$ cat src/rtl/ex_mem_req_pkg.sv
// Shared types and encodings for the EX-stage memory request block:
// load/store one-hot bit positions, access size codes, FSM states and the EX bus layout.
package ex_mem_req_pkg;

  localparam int VADDR_W = 32;
  localparam int DATA_W  = 32;
  localparam int LD_OP_W = 5;
  localparam int ST_OP_W = 3;

  localparam int LD_W  = 0;
  localparam int LD_B  = 1;
  localparam int LD_BU = 2;
  localparam int LD_H  = 3;
  localparam int LD_HU = 4;

  localparam int ST_W = 0;
  localparam int ST_H = 1;
  localparam int ST_B = 2;

  localparam logic [1:0] SIZE_B = 2'd0;
  localparam logic [1:0] SIZE_H = 2'd1;
  localparam logic [1:0] SIZE_W = 2'd2;

  typedef enum logic [1:0] {
    S_IDLE  = 2'd0,
    S_REQ   = 2'd1,
    S_DONE  = 2'd2,
    S_DRAIN = 2'd3
  } mem_state_e;

  typedef struct packed {
    logic [VADDR_W-1:0] vaddr;
    logic [LD_OP_W-1:0] ld_op;
    logic [ST_OP_W-1:0] st_op;
    logic [DATA_W-1:0]  st_data;
    logic               ex_in;
  } es_bus_t;

endpackage

$ cat src/rtl/ex_mem_req_store_align.sv
// Combinational address-alignment check plus size/byte-strobe/data replication
// for the data SRAM request of the instruction currently in EX.
module ex_store_align
  import ex_mem_req_pkg::*;
(
  input  logic [VADDR_W-1:0] vaddr,
  input  logic [LD_OP_W-1:0] ld_op,
  input  logic [ST_OP_W-1:0] st_op,
  input  logic [DATA_W-1:0]  st_data,
  output logic               ale,
  output logic [1:0]         size,
  output logic [3:0]         wstrb,
  output logic [DATA_W-1:0]  wdata
);

  always_comb begin
    ale = ((ld_op[LD_W] | st_op[ST_W]) & (vaddr[1:0] != 2'b00)) |
          ((ld_op[LD_H] | ld_op[LD_HU] | st_op[ST_H]) & vaddr[0]);

    size = SIZE_B;
    if (ld_op[LD_W] | st_op[ST_W])
      size = SIZE_W;
    else if (ld_op[LD_H] | ld_op[LD_HU] | st_op[ST_H])
      size = SIZE_H;

    // Loads leave wstrb at zero; wdata is don't-care for them.
    wstrb = 4'b0000;
    wdata = st_data;
    if (st_op[ST_B]) begin
      wstrb = 4'b0001 << vaddr[1:0];
      wdata = {4{st_data[7:0]}};
    end else if (st_op[ST_H]) begin
      wstrb = vaddr[1] ? 4'b1100 : 4'b0011;
      wdata = {2{st_data[15:0]}};
    end else if (st_op[ST_W]) begin
      wstrb = 4'b1111;
    end
  end

endmodule

$ cat src/rtl/ex_mem_req.sv
// EX-stage data SRAM request issue: holds a request until addr_ok, survives flushes
// by draining, and counts abandoned loads whose data_ok responses MS must ignore.
module ex_mem_req
  import ex_mem_req_pkg::*;
(
  input  logic               clk,
  input  logic               resetn,
  input  logic               flush,
  input  logic               ds_to_es_valid,
  output logic               es_allow_in,
  input  logic [VADDR_W-1:0] ds_vaddr,
  input  logic [LD_OP_W-1:0] ds_ld_op,
  input  logic [ST_OP_W-1:0] ds_st_op,
  input  logic [DATA_W-1:0]  ds_st_data,
  input  logic               ds_ex_in,
  input  logic               ms_allow_in,
  output logic               es_to_ms_valid,
  input  logic               ms_ex,
  input  logic               ws_ex,
  output logic               data_sram_req,
  output logic               data_sram_wr,
  output logic [1:0]         data_sram_size,
  output logic [VADDR_W-1:0] data_sram_addr,
  output logic [3:0]         data_sram_wstrb,
  output logic [DATA_W-1:0]  data_sram_wdata,
  input  logic               data_sram_addr_ok,
  input  logic               data_sram_data_ok,
  output logic               es_ale,
  output logic [1:0]         es_unaligned_addr,
  output logic               es_mem_issued,
  output logic               ms_drop_data_ok
);

  es_bus_t            es_bus;
  logic               es_valid;
  mem_state_e         state;
  logic [1:0]         drop_cnt;

  logic [VADDR_W-1:0] hold_addr;
  logic [1:0]         hold_size;
  logic [3:0]         hold_wstrb;
  logic [DATA_W-1:0]  hold_wdata;
  logic               hold_wr;
  logic               hold_load;

  logic [1:0]         al_size;
  logic [3:0]         al_wstrb;
  logic [DATA_W-1:0]  al_wdata;
  logic               mem;
  logic               es_ex;
  logic               issue_ok;
  logic               idle_accept;
  logic               es_ready_go;
  logic               handshake;
  logic               use_hold;
  logic               drop_inc;
  logic               drop_dec;

  ex_store_align u_align (
    .vaddr   (es_bus.vaddr),
    .ld_op   (es_bus.ld_op),
    .st_op   (es_bus.st_op),
    .st_data (es_bus.st_data),
    .ale     (es_ale),
    .size    (al_size),
    .wstrb   (al_wstrb),
    .wdata   (al_wdata)
  );

  assign es_unaligned_addr = es_bus.vaddr[1:0];
  assign mem         = (|es_bus.ld_op) | (|es_bus.st_op);
  assign es_ex       = es_bus.ex_in | es_ale;
  assign issue_ok    = es_valid & mem & ~es_ex & ~ms_ex & ~ws_ex & ~flush;
  assign idle_accept = (state == S_IDLE) & issue_ok & data_sram_addr_ok;

  assign es_ready_go    = ~mem | es_ex | (state == S_DONE) | idle_accept;
  assign es_allow_in    = ~es_valid | (es_ready_go & ms_allow_in);
  assign es_to_ms_valid = es_valid & es_ready_go & ~flush;
  assign handshake      = es_to_ms_valid & ms_allow_in;
  assign es_mem_issued  = es_valid & ((state == S_DONE) | idle_accept);

  // Once a request is outstanding the bus may be flushed or refilled, so drive from the snapshot.
  assign use_hold        = (state == S_REQ) | (state == S_DRAIN);
  assign data_sram_req   = (state == S_IDLE) ? issue_ok : (state != S_DONE);
  assign data_sram_addr  = use_hold ? hold_addr  : es_bus.vaddr;
  assign data_sram_size  = use_hold ? hold_size  : al_size;
  assign data_sram_wstrb = use_hold ? hold_wstrb : al_wstrb;
  assign data_sram_wdata = use_hold ? hold_wdata : al_wdata;
  assign data_sram_wr    = use_hold ? hold_wr    : (|es_bus.st_op);

  assign drop_inc = hold_load & (((state == S_REQ)   & flush & data_sram_addr_ok) |
                                 ((state == S_DRAIN) & data_sram_addr_ok) |
                                 ((state == S_DONE)  & flush));
  assign drop_dec = data_sram_data_ok & (drop_cnt != 2'd0);
  assign ms_drop_data_ok = (drop_cnt != 2'd0);

  always_ff @(posedge clk) begin
    if (!resetn) begin
      es_valid   <= 1'b0;
      es_bus     <= '0;
      state      <= S_IDLE;
      drop_cnt   <= 2'd0;
      hold_addr  <= '0;
      hold_size  <= 2'd0;
      hold_wstrb <= 4'd0;
      hold_wdata <= '0;
      hold_wr    <= 1'b0;
      hold_load  <= 1'b0;
    end else begin
      if (flush) begin
        es_valid <= 1'b0;
        es_bus   <= '0;
      end else if (es_allow_in) begin
        es_valid <= ds_to_es_valid;
        if (ds_to_es_valid)
          es_bus <= '{vaddr: ds_vaddr, ld_op: ds_ld_op, st_op: ds_st_op,
                      st_data: ds_st_data, ex_in: ds_ex_in};
      end

      case (state)
        S_IDLE: begin
          if (issue_ok && data_sram_addr_ok)
            state <= handshake ? S_IDLE : S_DONE;
          else if (issue_ok)
            state <= S_REQ;
        end
        S_REQ: begin
          if (data_sram_addr_ok)
            state <= flush ? S_IDLE : S_DONE;
          else if (flush)
            state <= S_DRAIN;
        end
        S_DRAIN: begin
          if (data_sram_addr_ok)
            state <= S_IDLE;
        end
        S_DONE: begin
          if (flush || handshake)
            state <= S_IDLE;
        end
        default: state <= S_IDLE;
      endcase

      if (state == S_IDLE && issue_ok) begin
        hold_addr  <= es_bus.vaddr;
        hold_size  <= al_size;
        hold_wstrb <= al_wstrb;
        hold_wdata <= al_wdata;
        hold_wr    <= |es_bus.st_op;
        hold_load  <= |es_bus.ld_op;
      end

      if (drop_inc && !drop_dec && drop_cnt != 2'd3)
        drop_cnt <= drop_cnt + 2'd1;
      else if (drop_dec && !drop_inc)
        drop_cnt <= drop_cnt - 2'd1;
    end
  end

endmodule

$ cat config.mk
export PLATFORM = sky130hd
export DESIGN_NAME = ex_mem_req
export DESIGN_NICKNAME = d
export VERILOG_FILES = /design/src/rtl/ex_mem_req_pkg.sv /design/src/rtl/ex_mem_req_store_align.sv /design/src/rtl/ex_mem_req.sv
export SDC_FILE = /design/constraint.sdc
export NUM_CORES = 1
export LEC_CHECK = 0
export CORE_MARGIN = 2
export CORE_UTILIZATION = 50
export DETAILED_ROUTE_END_ITERATION = 10
export PLACE_DENSITY_LB_ADDON = 0.3
export RECOVER_POWER = 25
export REMOVE_ABC_BUFFERS = 1
export SYNTH_ARGS = -nofsm -noshare
export SYNTH_HDL_FRONTEND = slang
export SYNTH_SLANG_ARGS = --single-unit
export TNS_END_PERCENT = 10
$ cat constraint.sdc
create_clock -name clk -period 2.3 [get_ports clk]
set_input_delay 0.46 -clock clk [delete_from_list [all_inputs] [get_ports clk]]
set_output_delay 0.46 -clock clk [all_outputs]
set_load 0.01 [all_outputs]
# [Word-level counts from Yosys, hierarchy flattened]
# Index checks and enable logic that the tools add are counted.
[totals] word_cells=109 in_bits=82 output_inout_bits=79 reg_bits=150
[op_classes] eq_ne=9 addsub=2 n_bitwise=41 shifts=1 reduce_logical=17 mux=25
[op_table] operator="$mux W32" count=4
[op_table] operator="$mux W2" count=12
[op_table] operator="$and A1 B1 Y1" count=20
[op_table] operator="$mux W4" count=5
[op_table] operator="$or A1 B1 Y1" count=14
[op_table] operator="$pmux W2 S4" count=1
[op_table] operator="$not A1 Y1" count=7
[op_table] operator="$ne A2 B2 Y1 const B" count=3
[op_table] operator="$reduce_bool A2 Y1" count=3
[op_table] operator="$logic_and A1 B1 Y1" count=5
[op_table] operator="$reduce_or A5 Y1" count=1
[op_table] operator="$eq A2 B2 Y1 const B" count=2
[op_table] operator="$reduce_and A4 Y1" count=1
[op_table] operator="$shl A1 B2 Y4 const A" count=1
[op_table] operator="$mux W1" count=3
[op_table] operator="$ne A3 B2 Y1 const B" count=1
[op_table] operator="$ne A3 B3 Y1 const B" count=1
[op_table] operator="$reduce_or A3 Y1" count=1
[op_table] operator="$add A2 B1 Y2 const B" count=1
[op_table] operator="$eq A2 B1 Y1 const B" count=1
[op_table] operator="$logic_not A1 Y1" count=2
[op_table] operator="$logic_not A2 Y1" count=1
[op_table] operator="$ne A2 B1 Y1 const B" count=1
[op_table] operator="$reduce_and A2 Y1" count=1
[op_table] operator="other kinds (3)" count=3

# [Depth between registers and ports, before layout]
[depth] depth_word=19 depth_mapped=8

# [By module]
# A second synthesis with hierarchy kept.
[unflattened] hier_cells=763 hier_area_um2=7025.5
[modules_own_cells] mod="ex_mem_req" cells_per_inst=687 area_each_um2=6548.8 instances=1 seq_area_each_um2=3002.9
[modules_own_cells] mod="ex_store_align" cells_per_inst=76 area_each_um2=476.7 instances=1 seq_area_each_um2=0.0

# [Least setup slack after synthesis]
# OpenSTA, ideal clock, no wires.
[synth_path] path_type="register -> output" startpoint="register es_bus[35] (netlist name)" endpoint="output data_sram_wdata[10]" arrival_ps=1394 n_path_buf=2 stages_incl_launch_ff=5 setup_slack_ps=446 path_cell_list="dfxtp_1 buf_6 clkbuf_1 mux2_2 mux2_2"
[synth_via] elab_chain_cells=2
[synth_lines] element="start, declared" line_no="ex_mem_req.sv:34" rtl="es_bus_t es_bus;"
[synth_lines] element="start signal, assigned" line_no="ex_mem_req.sv:116" rtl="es_bus <= '{vaddr: ds_vaddr, ld_op: ds_ld_op, st_op: ds_st_op,"
[synth_lines] element="$mux W32" line_no="ex_mem_req_store_align.sv:29" rtl="if (st_op[ST_B]) begin"
[synth_lines] element="$mux W32" line_no="ex_mem_req.sv:88" rtl="assign data_sram_wdata = use_hold ? hold_wdata : al_wdata;"
[synth_lines] element="end, declared" line_no="ex_mem_req.sv:25" rtl="output logic [DATA_W-1:0] data_sram_wdata,"
# No other way between the ends.

# [Worst setup path in the final report]
[layout_path] startpoint="register es_bus[34] (netlist name)" endpoint="output data_sram_wdata[20]"
[layout_via] elab_chain_cells=3
[layout_lines] element="$mux W32" line_no="ex_mem_req_store_align.sv:32" rtl="end else if (st_op[ST_H]) begin"
[layout_lines] element="$mux W32" line_no="ex_mem_req_store_align.sv:29"
[layout_lines] element="$mux W32" line_no="ex_mem_req.sv:88"
# No other way between the ends.

==> impl_metrics.env <==
export IMPL_finish_utilization=0.726
export IMPL_synth_seq_cells=150
export IMPL_cts_num_sinks=150
export IMPL_gp_congestion=0.838
export IMPL_rows=42
export IMPL_timing_final_ws_setup_ps=-105
export IMPL_clkPwrFrac=0.450
export IMPL_core_region_area_um2=13300
export IMPL_drt_pre_antenna_iters=5
export IMPL_die_height_um=121
export IMPL_power_switching_mw=1.41
export IMPL_cpMaxStageDelayCell="sky130_fd_sc_hd__dfxtp_4"
export IMPL_fillCellCount=985
export IMPL_wire_length_of_the_first_global_routing_pass_um=30500
export IMPL_groute_usage_overall=0.263
export IMPL_post_synth_cell_area_avg_um2=9.10
export IMPL_ys_dominant_reg_cell="sky130_fd_sc_hd__dfxtp_1"
export IMPL_min_period_over_period=1.05
export IMPL_synth_cells=758
export IMPL_number_of_flops_mapped_to_enable_cells_by_yosys=0
export IMPL_grt_pass1_vias=6127
export IMPL_endpoint_kind="output pin"
export IMPL_worst_path_dominant_cell_family="multiplexers"
export IMPL_route_antenna_remaining_nets=0
export IMPL_drcViolationCount=0
export IMPL_port_buffers=160
export IMPL_critPathKind="flop to output pin"
export IMPL_grt_start_max_net_pins=71
export IMPL_p_leak_nw=4.11
export IMPL_cts_root_buffer="sky130_fd_sc_hd__clkbuf_16"
export IMPL_worst_ep_required_time_ps=1840
export IMPL_finalMaxSlewViolations=0
export IMPL_clock_latency_ps=420
export IMPL_max_clock_path_buffers=2
export IMPL_final_setup_fails=13
export IMPL_crit_path_largest_cell_delay_ps=350
export IMPL_num_cts_buffers=17
export IMPL_die_x_um=121
export IMPL_num_antenna_cells=0
export IMPL_mapped_area_um2=6900
export IMPL_initial_core_util=0.517
export IMPL_global_route_overflow_total=0
export IMPL_routed_wirelength_um=19000
export IMPL_cap_violations=0
export IMPL_fp_dieArea_um2=14800
export IMPL_status="finished, violations left"
export IMPL_fin_setup_tns_ps=-793
export IMPL_final_critical_delay_including_setup_and_external_delays_ps=2410
export IMPL_avgRoutedWirePerCell_um=16.8
export IMPL_violations="negative setup slack"
export IMPL_synth_async_reset_ratio=0
export IMPL_remaining_max_slew_budget_at_the_tightest_pin=0.458
export IMPL_tightest_slew_ps=813
export IMPL_rsz0062_at_grt="yes"
export IMPL_power_share_sequential=0.429
export IMPL_vias_per_cell=5.37
export IMPL_cp_common_cell="sky130_fd_sc_hd__buf_6"
export IMPL_dp_slack_ps=-517
export IMPL_initial_antenna_violation_count=0
export IMPL_ys_warnings_count=0
export IMPL_drive_above_1_share=0.226
export IMPL_swShare=0.226
export IMPL_hold_start="hold_addr[11]"
export IMPL_power_internal_mw=4.85
export IMPL_nNetsFinal=1026
export IMPL_htree_num_levels=4
export IMPL_final_hold_viol_count=0
export IMPL_crit_chain="buf_12 > nor2_8 > buf_6 > buf_6 > mux2_4 > mux2_4 > buf_6"
export IMPL_synth_top_cell_by_area="sky130_fd_sc_hd__dfxtp_1"
export IMPL_cp_buffers_inverters=4
export IMPL_netlist_top_cells_area="sky130_fd_sc_hd__dfxtp_1 44%, sky130_fd_sc_hd__mux2_2 12%, sky130_fd_sc_hd__mux2i_1 12%, sky130_fd_sc_hd__nand2_1 7.6%, sky130_fd_sc_hd__a21oi_1 5.7%"
export IMPL_areaGrowthSynthToFinish_pct=40.4
export IMPL_place_detailed_hpwl_um=12200
export IMPL_routed_via_count=6073
export IMPL_pin_count=161
export IMPL_critPathLaunchType="flop"
export IMPL_yosysTopAreaCellShare=0.435
export IMPL_worst_clock_skew_ps=15.5
export IMPL_peakVddDrop_mv=0.465
export IMPL_timing_critical_path_from="es_bus[34]"
export IMPL_critical_path_reg2reg_startpoint="es_bus[34]"
export IMPL_synth_seq_area_share=0.435
export IMPL_clk_transition_reported_paths_ps=60
export IMPL_synth_lib_cells_used_distinct=43
export IMPL_timing_critical_path_arrival_ps=1950
export IMPL_cts_tree="built"
export IMPL_class_of_the_most_critical_hold_timing_path="flop to flop"
export IMPL_first_iter_violations=344
export IMPL_comb_power_share=0.122
export IMPL_worst_path_max_fanout=8
export IMPL_maxClockFrequency_mhz=416
export IMPL_power_density_nw_per_um2=646
[power groups by stage]
stage | Combinational [mW] | Clock [mW] | Sequential [mW]
final | 0.761 | 2.81 | 2.68
after global placement | 0.724 | 0 | 2.74
after floorplan | 0.356 | 0 | 2.74
after global routing | 0.811 | 2.98 | 2.69
after detailed placement | 0.736 | 0 | 2.74
after CTS | 0.740 | 2.86 | 2.68
[registers in the layout, indices dropped and copies added, names as in the netlist]
| signal | count |
|---|---|
| es_bus | 71 |
| hold_addr | 32 |
| hold_wdata | 32 |
| hold_wstrb | 4 |
| drop_cnt | 2 |
| es_unaligned_addr | 2 |
| hold_size | 2 |
| state | 2 |
| es_valid | 1 |
| hold_load | 1 |
| hold_wr | 1 |
[repair_timing]
action	in CTS	in global routing
pin swaps	1	3
setup endpoints to repair	76	44
setup buffers	8	10
cloned	1	0
hold buffers	0	0
resized for setup	171	46
[worst reg2reg max path, stage by stage, from the launching register on]
cell                       delay (ps)
sky130_fd_sc_hd__dfxtp_4          350
sky130_fd_sc_hd__buf_12           150
sky130_fd_sc_hd__o31ai_2          210
sky130_fd_sc_hd__o21a_2           200
sky130_fd_sc_hd__buf_4            130
sky130_fd_sc_hd__buf_4            100
sky130_fd_sc_hd__and4_1           470
sky130_fd_sc_hd__buf_6            340
sky130_fd_sc_hd__nand2b_1         120
sky130_fd_sc_hd__a21oi_1          170
[stage by stage]
step | total power [mW] | hold WS, ps | instance area, um2 | cells
after detailed placement | 3.48 | 445 | 8800 | 1082
after CTS | 6.28 | 454 | 9520 | 1121
after global routing | 6.48 | 472 | 9690 | 1131
after global placement | 3.46 | 438 | 8800 | 1082
final | 6.26 | 452 | 9690 | 1131
after floorplan | 3.09 | 433 | 6490 | 701
[cell usage in the layout (no fill, tap or decap), types with 3 or more instances in the layout]
master,instances
sky130_fd_sc_hd__dlygate4sd2_1,33
sky130_fd_sc_hd__clkdlybuf4s50_1,89
sky130_fd_sc_hd__mux2_4,21
sky130_fd_sc_hd__nand2_1,139
sky130_fd_sc_hd__dfxtp_4,3
sky130_fd_sc_hd__inv_1,5
sky130_fd_sc_hd__nand2b_1,12
sky130_fd_sc_hd__a21oi_2,3
sky130_fd_sc_hd__nor3_1,5
sky130_fd_sc_hd__clkbuf_8,3
sky130_fd_sc_hd__dfxtp_1,146
sky130_fd_sc_hd__clkinv_2,4
sky130_fd_sc_hd__buf_4,40
sky130_fd_sc_hd__o21ai_1,4
sky130_fd_sc_hd__clkbuf_1,3
sky130_fd_sc_hd__a211oi_1,4
sky130_fd_sc_hd__a21oi_1,75
sky130_fd_sc_hd__clkbuf_16,17
sky130_fd_sc_hd__bufinv_16,3
sky130_fd_sc_hd__buf_2,8
sky130_fd_sc_hd__mux2_2,53
sky130_fd_sc_hd__mux2i_1,81
sky130_fd_sc_hd__clkdlybuf4s15_1,11
sky130_fd_sc_hd__a21o_1,3
sky130_fd_sc_hd__o21ai_0,11
sky130_fd_sc_hd__buf_12,12
sky130_fd_sc_hd__nor2_1,97
sky130_fd_sc_hd__buf_6,20
sky130_fd_sc_hd__dlymetal6s2s_1,3
[layer usage]
metal | wire [um] | vias to the layer above | global-route usage
li1 | - | 2923 | -
met1 | 7940 | 2912 | 0.317
met2 | 9490 | 211 | 0.454
met3 | 1300 | 27 | 0.0747
met4 | 262 | 0 | 0.0841
met5 | 0 | - | 0
[cell type report]
cell class | count | area [um2] | share of cell area
Multi-Input combinational cell | 544 | 3610 | 0.373
Sequential cell | 150 | 3020 | 0.311
Timing Repair Buffer | 224 | 2220 | 0.229
Clock buffer | 21 | 470 | 0.0486
Tap cell | 176 | 220 | 0.0227
Clock inverter | 9 | 126 | 0.0130
Inverter | 7 | 26.3 | 0.00271
[synth_stat cells, drive strengths merged (2+ instances only)]
cell type / n
nand2: 140
mux2i: 81
inv: 7
mux2: 74
nand3: 2
o21ai: 17
o21a: 3
nor2: 99
clkbuf: 29
a31o: 2
nor2b: 3
buf: 28
o211a: 2
nand2b: 13
a41oi: 2
xor2: 2
a21o: 3
a211oi: 4
o31ai: 2
nor3: 6
a21oi: 78
dfxtp: 150
[path summary, 6_finish.rpt]
| kind | slack [ps] | to | cells past startpoint |
|---|---|---|---|
| max | -110 | data_sram_wdata[20] | 7 |
| min | 450 | hold_addr[11] | 2 |
| max reg2reg | -10 | hold_wdata[25] | 9 |
| min reg2reg | 450 | hold_addr[11] | 2 |
[cells by family (layout without fill, tap and decap cells)]
group                  Yosys count  count (layout)  synth area share
buffers and inverters           64             261            0.0631
AND/OR/NAND/NOR                271             271             0.163
flip-flops                     150             150             0.435
AO/OA/AOI/OAI                  116             116            0.0981
XOR/XNOR                         2               2           0.00254
multiplexers                   155             155             0.238
Note: power is estimated with default switching activity, not from simulation.
